[src/rtl/tube_pkg.sv]
// Shared definitions for the tube scanner: segment table, shifter states,
// and the sel-field width helper.
package tube_pkg;

  // Hex digit to segments, bit order {g,f,e,d,c,b,a}, 1 = segment lit.
  localparam logic [6:0] HEX7 [16] = '{
    7'h3F, 7'h06, 7'h5B, 7'h4F, 7'h66, 7'h6D, 7'h7D, 7'h07,
    7'h7F, 7'h6F, 7'h77, 7'h7C, 7'h39, 7'h5E, 7'h79, 7'h71
  };

  typedef enum logic [1:0] {
    IDLE     = 2'd0,
    SHIFT_LO = 2'd1,
    SHIFT_HI = 2'd2,
    LATCH    = 2'd3
  } shift_state_e;

  // The sel field is padded up to a whole number of 8-bit 595 stages.
  function automatic int sel_w(input int digits);
    return 8 * ((digits + 7) / 8);
  endfunction

endpackage

[src/rtl/tube_scan_595_hc595_shifter.sv]
// Serialises one frame MSB-first into a 74HC595 chain, then pulses the
// storage latch. sh_cp rises mid-bit so ds is stable around the edge.
//
// Handshake: start is a request that is accepted only while busy=0 (IDLE);
// frame is sampled in that same cycle. busy stays high from the following
// cycle until the latch phase ends, and done pulses for exactly one cycle
// right after st_cp falls.
module hc595_shifter
  import tube_pkg::*;
#(
  parameter int FRAME_W  = 16,
  parameter int SCLK_DIV = 2
) (
  input  logic               clk,
  input  logic               rst,
  input  logic [FRAME_W-1:0] frame,
  input  logic               start,
  output logic               busy,
  output logic               done,
  output logic               sh_cp,
  output logic               st_cp,
  output logic               ds
);

  localparam int IDX_W = $clog2(FRAME_W);
  localparam int DIV_W = (SCLK_DIV > 1) ? $clog2(SCLK_DIV) : 1;

  shift_state_e       state_q, state_d;
  logic [DIV_W-1:0]   div_q;
  logic [IDX_W-1:0]   idx_q;
  logic [FRAME_W-1:0] frame_q;
  logic               ds_hold_q;
  logic               done_q;
  logic               div_last;
  logic               shifting;

  assign div_last = (div_q == DIV_W'(SCLK_DIV - 1));
  assign shifting = (state_q == SHIFT_LO) || (state_q == SHIFT_HI);

  // State register plus the phase divider, bit index, frame copy and ds hold.
  always_ff @(posedge clk) begin
    if (rst) begin
      state_q   <= IDLE;
      div_q     <= '0;
      idx_q     <= '0;
      frame_q   <= '0;
      ds_hold_q <= 1'b0;
      done_q    <= 1'b0;
    end else begin
      state_q <= state_d;
      if (state_q == IDLE || div_last) div_q <= '0;
      else                              div_q <= div_q + 1'b1;
      if (state_q == IDLE && start) begin
        frame_q <= frame;
        idx_q   <= IDX_W'(FRAME_W - 1);
      end
      if (state_q == SHIFT_HI && div_last && idx_q != '0) idx_q <= idx_q - 1'b1;
      if (shifting) ds_hold_q <= frame_q[idx_q];
      done_q <= (state_q == LATCH) && div_last;
    end
  end

  // Next-state logic: each non-idle phase lasts SCLK_DIV clocks.
  always_comb begin
    state_d = state_q;
    case (state_q)
      IDLE:     if (start) state_d = SHIFT_LO;
      SHIFT_LO: if (div_last) state_d = SHIFT_HI;
      SHIFT_HI: if (div_last) state_d = (idx_q == '0) ? LATCH : SHIFT_LO;
      LATCH:    if (div_last) state_d = IDLE;
      default:  state_d = IDLE;
    endcase
  end

  // Outputs decoded from state; ds keeps its last shifted value when idle.
  always_comb begin
    sh_cp = (state_q == SHIFT_HI);
    st_cp = (state_q == LATCH);
    busy  = (state_q != IDLE);
    ds    = shifting ? frame_q[idx_q] : ds_hold_q;
    done  = done_q;
  end

endmodule

[src/rtl/tube_scan_595.sv]
// Multiplexed hex-tube scanner driving a daisy chain of 74HC595s.
// Holds a snapshot of the display contents, steps the active digit at a
// fixed rate and hands one {dp, seg, sel} frame per digit to the shifter.
module tube_scan_595
  import tube_pkg::*;
#(
  parameter int DIGITS         = 8,
  parameter int SCLK_DIV       = 2,
  parameter int SCAN_DIV       = 50000,
  parameter bit SEG_ACTIVE_LOW = 1'b1,
  parameter bit SEL_ACTIVE_LOW = 1'b1,
  localparam int SEL_W   = sel_w(DIGITS),
  localparam int FRAME_W = 8 + SEL_W,
  localparam int CD_W    = (DIGITS > 1) ? $clog2(DIGITS) : 1
) (
  input  logic                  clk,
  input  logic                  rst,
  input  logic [4*DIGITS-1:0]   disp_data,
  input  logic [DIGITS-1:0]     disp_dp,
  input  logic [DIGITS-1:0]     disp_blank,
  input  logic                  lz_en,
  input  logic                  load,
  input  logic                  en,
  output logic                  sh_cp,
  output logic                  st_cp,
  output logic                  ds,
  output logic                  busy,
  output logic                  frame_done,
  output logic [CD_W-1:0]       cur_digit
);

  localparam int CNT_W = (SCAN_DIV > 1) ? $clog2(SCAN_DIV) : 1;

  logic [4*DIGITS-1:0] data_q;
  logic [DIGITS-1:0]   dp_q;
  logic [DIGITS-1:0]   blank_q;
  logic                lz_q;
  logic [CNT_W-1:0]    cnt_q;
  logic [CD_W-1:0]     cur_digit_q;
  logic                pending_q;

  logic               tick;
  logic               start;
  logic               sh_busy;
  logic [FRAME_W-1:0] frame;
  logic [3:0]         nib;
  logic               dp_bit;
  logic               blank_bit;
  logic               upper_zero;
  logic               lz_sup;
  logic               dark;
  logic [6:0]         seg;
  logic               dp_on;
  logic [SEL_W-1:0]   sel_raw;

  assign tick  = en && (cnt_q == CNT_W'(SCAN_DIV - 1));
  assign start = pending_q && !sh_busy;

  // Snapshot of the display contents; blank all until the first load.
  always_ff @(posedge clk) begin
    if (rst) begin
      data_q  <= '0;
      dp_q    <= '0;
      blank_q <= '1;
      lz_q    <= 1'b0;
    end else if (load) begin
      data_q  <= disp_data;
      dp_q    <= disp_dp;
      blank_q <= disp_blank;
      lz_q    <= lz_en;
    end
  end

  // Scan timebase, active digit and the one-deep frame request flag.
  always_ff @(posedge clk) begin
    if (rst) begin
      cnt_q       <= '0;
      cur_digit_q <= '0;
      pending_q   <= 1'b0;
    end else begin
      if (en) cnt_q <= tick ? '0 : cnt_q + 1'b1;
      if (tick) begin
        cur_digit_q <= (cur_digit_q == CD_W'(DIGITS - 1)) ? '0 : cur_digit_q + 1'b1;
      end
      if (start)     pending_q <= 1'b0;
      else if (tick) pending_q <= 1'b1;
    end
  end

  // Frame build for the active digit: decode, blanking, zero suppression, polarity.
  always_comb begin
    nib        = '0;
    dp_bit     = 1'b0;
    blank_bit  = 1'b0;
    upper_zero = 1'b1;
    sel_raw    = '0;
    for (int i = 0; i < DIGITS; i++) begin
      if (CD_W'(i) == cur_digit_q) begin
        nib        = data_q[4*i +: 4];
        dp_bit     = dp_q[i];
        blank_bit  = blank_q[i];
        sel_raw[i] = 1'b1;
      end
      if (i >= int'(cur_digit_q) && data_q[4*i +: 4] != 4'h0) upper_zero = 1'b0;
    end
    lz_sup = lz_q && (cur_digit_q != '0) && upper_zero;
    dark   = blank_bit || lz_sup;
    seg    = dark ? 7'h00 : HEX7[nib];
    dp_on  = dark ? 1'b0 : dp_bit;
    frame  = {dp_on ^ SEG_ACTIVE_LOW, seg ^ {7{SEG_ACTIVE_LOW}},
              sel_raw ^ {SEL_W{SEL_ACTIVE_LOW}}};
  end

  hc595_shifter #(
    .FRAME_W  (FRAME_W),
    .SCLK_DIV (SCLK_DIV)
  ) u_shifter (
    .clk   (clk),
    .rst   (rst),
    .frame (frame),
    .start (start),
    .busy  (sh_busy),
    .done  (frame_done),
    .sh_cp (sh_cp),
    .st_cp (st_cp),
    .ds    (ds)
  );

  assign busy      = sh_busy;
  assign cur_digit = cur_digit_q;

endmodule

[config.mk]
export PLATFORM = sky130hd
export DESIGN_NAME = tube_scan_595
export DESIGN_NICKNAME = d
export VERILOG_FILES = /design/src/rtl/tube_pkg.sv /design/src/rtl/tube_scan_595_hc595_shifter.sv /design/src/rtl/tube_scan_595.sv
export SDC_FILE = /design/constraint.sdc
export NUM_CORES = 1
export LEC_CHECK = 0
export CAP_MARGIN = 25
export CORE_MARGIN = 2
export CORE_UTILIZATION = 28
export CTS_BUF_LIST = sky130_fd_sc_hd__clkbuf_4
export DETAILED_ROUTE_END_ITERATION = 12
export PLACE_DENSITY = 0.47
export SETUP_SLACK_MARGIN = 0.5
export SLEW_MARGIN = 20
export SYNTH_ARGS = -nofsm -noshare
export SYNTH_HDL_FRONTEND = slang
export SYNTH_SLANG_ARGS = --single-unit
export TNS_END_PERCENT = 30
[constraint.sdc]
create_clock -name clk -period 8.27 [get_ports clk]
set_input_delay 2.0675 -clock clk [delete_from_list [all_inputs] [get_ports clk]]
set_output_delay 2.0675 -clock clk [all_outputs]
set_load 0.02 [all_outputs]
==> out/results.tsv <==
stage	metric	value	unit
worst_hold_path	min-delay worst type	flop to flop	
synth	#FFs+latches synth	94	
clocking	Resize count post-CTS	0	
detailed_routing	drt wl/cell	14.5	µm
synth	Area contributors post-synth	dfxtp_1 40%, mux2i_1 9.6%, nor2_1 8.1%	
layout	Layout Cells excl Fill	789	
layout	Final Cell Area	5640	µm²
setup_path	Worst EP arrival	2.92	ns
sta	Rel. slew slack	40.0	%
setup_path	critical path's slowest cell	dfxtp_1	
layout	Fillers	1716	
setup_path	FF-to-FF path depth	11	
placed_design	Placed Instances	773	
setup_path	Largest stage delay, worst path	0.58	ns
placed_design	dpl ws	3.76	ns
clocking	CTS sink count	94	
synth	top-area cell type share of the netlist area	40.0	%
sta	post-route clock period utilization	60.3	%
setup_path	Worst path top cell family by delay	multiplexers	
synth	Post-synth EDFFs	0	
global_route	first-pass GRT wire length	19.1	mm
setup_path	Reg-to-Reg End	u_shifter.frame_q[8]	
setup_path	crit path launch type	flop	
setup_path	critical path required time	6.20	ns
die	row count	47	
detailed_routing	final WL	11.4	mm
layout	# diodes	0	
global_route	number of antenna violations at the first check in global routing	0	
synth	Avg Cell Area, Syn	9.01	µm²
layout	P&R area growth vs syn	19.8	%
detailed_routing	DR vias	3814	
worst_hold_path	Hold Path End	cnt_q[1]	
setup_path	critical path class	flop to primary output	
sta	Slew Limit Fails	0	
placed_design	routability cong.	0.724	
power_and_ir_drop	PwrDens	162	nW/µm²
sta	# setup viols final	0	
sta	Fin. Hold Viols	0	
power_and_ir_drop	Max VDD drop	0.0833	mV
clocking	cts bufs inserted	9	
sta	measured slew at the worst slew-check pin	0.900	ns
die	initial core utilization	28.5	%
detailed_routing	via-per-instance ratio	4.83	
synth	top-count cell post-synth	nor2_1	
die	Die Width	134	µm
global_route	GRT overflow	0	
clocking	CTS tree	built	
die	Top-Level Pins	61	
synth	post-synthesis sequential area ratio	40.0	%
detailed_routing	Iter 0 DRT Violations	150	
die	chip height	134	µm
layout	Final nets	633	
power_and_ir_drop	Leak	2.13	nW
clocking	worst-skew pair later-pin latency	0.48	ns
synth	most frequent cells after synthesis	102 x nor2_1, 94 x dfxtp_1, 45 x mux2i_1, 30 x nand2_1, 20 x clkbuf_1	
sta	setup TNS	0	ns
clocking	hold_buf cts	0	
clocking	Longest Clk Path Bufs	2	
synth	Synthesized Nets	591	
setup_path	most frequent CP cell	mux4_2	
detailed_routing	drt drc	0	
worst_hold_path	hold_sp	cnt_q[1]	
sta	final worst slack	3.28	ns
setup_path	Reg-to-Reg Start	cur_digit[1]	
global_route	vias in the first global route	3769	
global_route	largest net degree at the start of global routing	83	
sta	post-layout min period	4.99	ns
layout	layout cells sized above 1	7.91	%
setup_path	CP Buf/Inv Count	1	
run	max_cap viols	0	
synth	Async S/R FF share, synth	0	%
setup_path	Critical Path Source	u_shifter.idx_q[0]	
die	Core Region	16500	µm²
setup_path	FF-to-FF setup slack	4.39	ns
clocking	Reg clk slew, reported paths	0.16	ns
setup_path	crit path capture type	primary output	
worst_hold_path	Worst Hold Path Cells	2	
sta	RSZ-0062 raised after global routing	false	
synth	Main synth FF type	dfxtp_1	
die	die footprint	17900	µm²
synth	Synth area leader	dfxtp_1	
sta	fmax	201	MHz
synth	yosys warns	0	
synth	Post-Syn Instances	522	
detailed_routing	Routed Antenna Nets	0	
setup_path	crit path cell chain	mux4_2 > mux4_2 > mux2_2 > clkdlybuf4s50_1	
clocking	Post-CTS Setup Bufs	0	
synth	Cell variety after synth	60	
detailed_routing	first-pass detailed-route iteration total	4	
sta	clock skew	0.0218	ns
synth	synthesized area	4710	µm²
setup_path	CP max FO	8	
clocking	CTS Root Cell	clkbuf_4	
run_status	outcome	completed	
clocking	H-Tree Depth	3	
placed_design	Post-DP HPWL	8.00	mm
global_route	Tot GR Track Use	13.5	%
placed_design	Placed Area	5450	µm²
placed_design	Port Buffers	60	
-- layer usage --
layer / vias up / routed length, µm / track usage (%)
li1: 1940 / - / -
met1: 1797 / 5430 / 17.1
met2: 68 / 5390 / 22.4
met3: 9 / 488 / 3.96
met4: 0 / 131 / 3.43
met5: - / 0 / 0
-- worst min-delay path, cell delays in order (launching register included) --
cell      delay [ns]
dfxtp_1         0.36
nand2b_1        0.07
a21oi_1         0.05
-- cells by family (layout without fill, tap and decap cells) --
family                   after synthesis  count (layout)  share of synthesized area, %
flip-flops                            94              94                          40.0
multiplexers                          54              54                          12.9
buffers and inverters                 48              95                          4.47
XOR/XNOR                              16              16                          2.98
AO/OA/AOI/OAI                         88              88                          14.9
AND/OR/NAND/NOR                      206             206                          20.4
adder cells (fa/ha/maj)               16              16                          4.25
-- report_power, final --
| part | total (mW) | switching [mW] | internal (mW) |
|---|---|---|---|
| clock network | 0.316 | 0.160 | 0.156 |
| logic | 0.112 | 0.0527 | 0.0598 |
| registers | 0.486 | 0.0150 | 0.471 |
| total | 0.915 | 0.228 | 0.687 |
-- state kept, by name, summed over array words and instances (netlist names) --
register,flops
u_shifter.state_q,2
u_shifter.idx_q,4
cur_digit,3
u_shifter.div_last,1
lz_q,1
u_shifter.frame_q,16
cnt_q,16
u_shifter.done,1
u_shifter.ds_hold_q,1
pending_q,1
blank_q,8
dp_q,8
data_q,32
-- worst max-delay path by stage --
stage,slack [ns],endpoint,cells after the start
after floorplan,4.29,ds,4
after global placement,3.78,ds,4
after detailed placement,3.76,ds,4
after CTS,3.20,ds,4
after global routing,3.09,ds,4
final,3.28,ds,4
-- final cells by class --
type,instances,area (µm²),share of cell area (%)
multi-input combinational,380,2610,46.4
sequential,94,1880,33.4
timing repair buffer,65,628,11.1
tap,220,275,4.88
clock inverter,6,110,1.95
clock buffer,10,75.1,1.33
inverter,14,52.6,0.932
-- per-stage QoR --
step | hold WS [ns] | utilization [%] | total power [mW]
6_report | 0.498 | 34.1 | 0.915
3_5_place_dp | 0.482 | 33.0 | 0.609
4_1_cts | 0.503 | 34.1 | 0.929
3_3_place_gp | 0.473 | 33.0 | 0.607
2_1_floorplan | 0.452 | - | 0.561
5_1_grt | 0.525 | 34.1 | 0.958
-- cells in the final DEF, fill, tap and decap left out, drive strengths merged, types with 5 or more instances in the layout --
cell type	instances
nor2	102
dfxtp	94
clkdlybuf4s50	58
mux2i	45
nand2	31
ha	16
a211oi	14
nand3	14
inv	14
a21oi	13
nor2b	12
o21ai	12
xor2	11
a311oi	11
clkbuf	10
a211o	9
nor4	8
nor3	7
buf	7
nand2b	6
nand4	6
a31oi	5
mux4	5
xnor2	5
(Power assumes the default switching activity.)
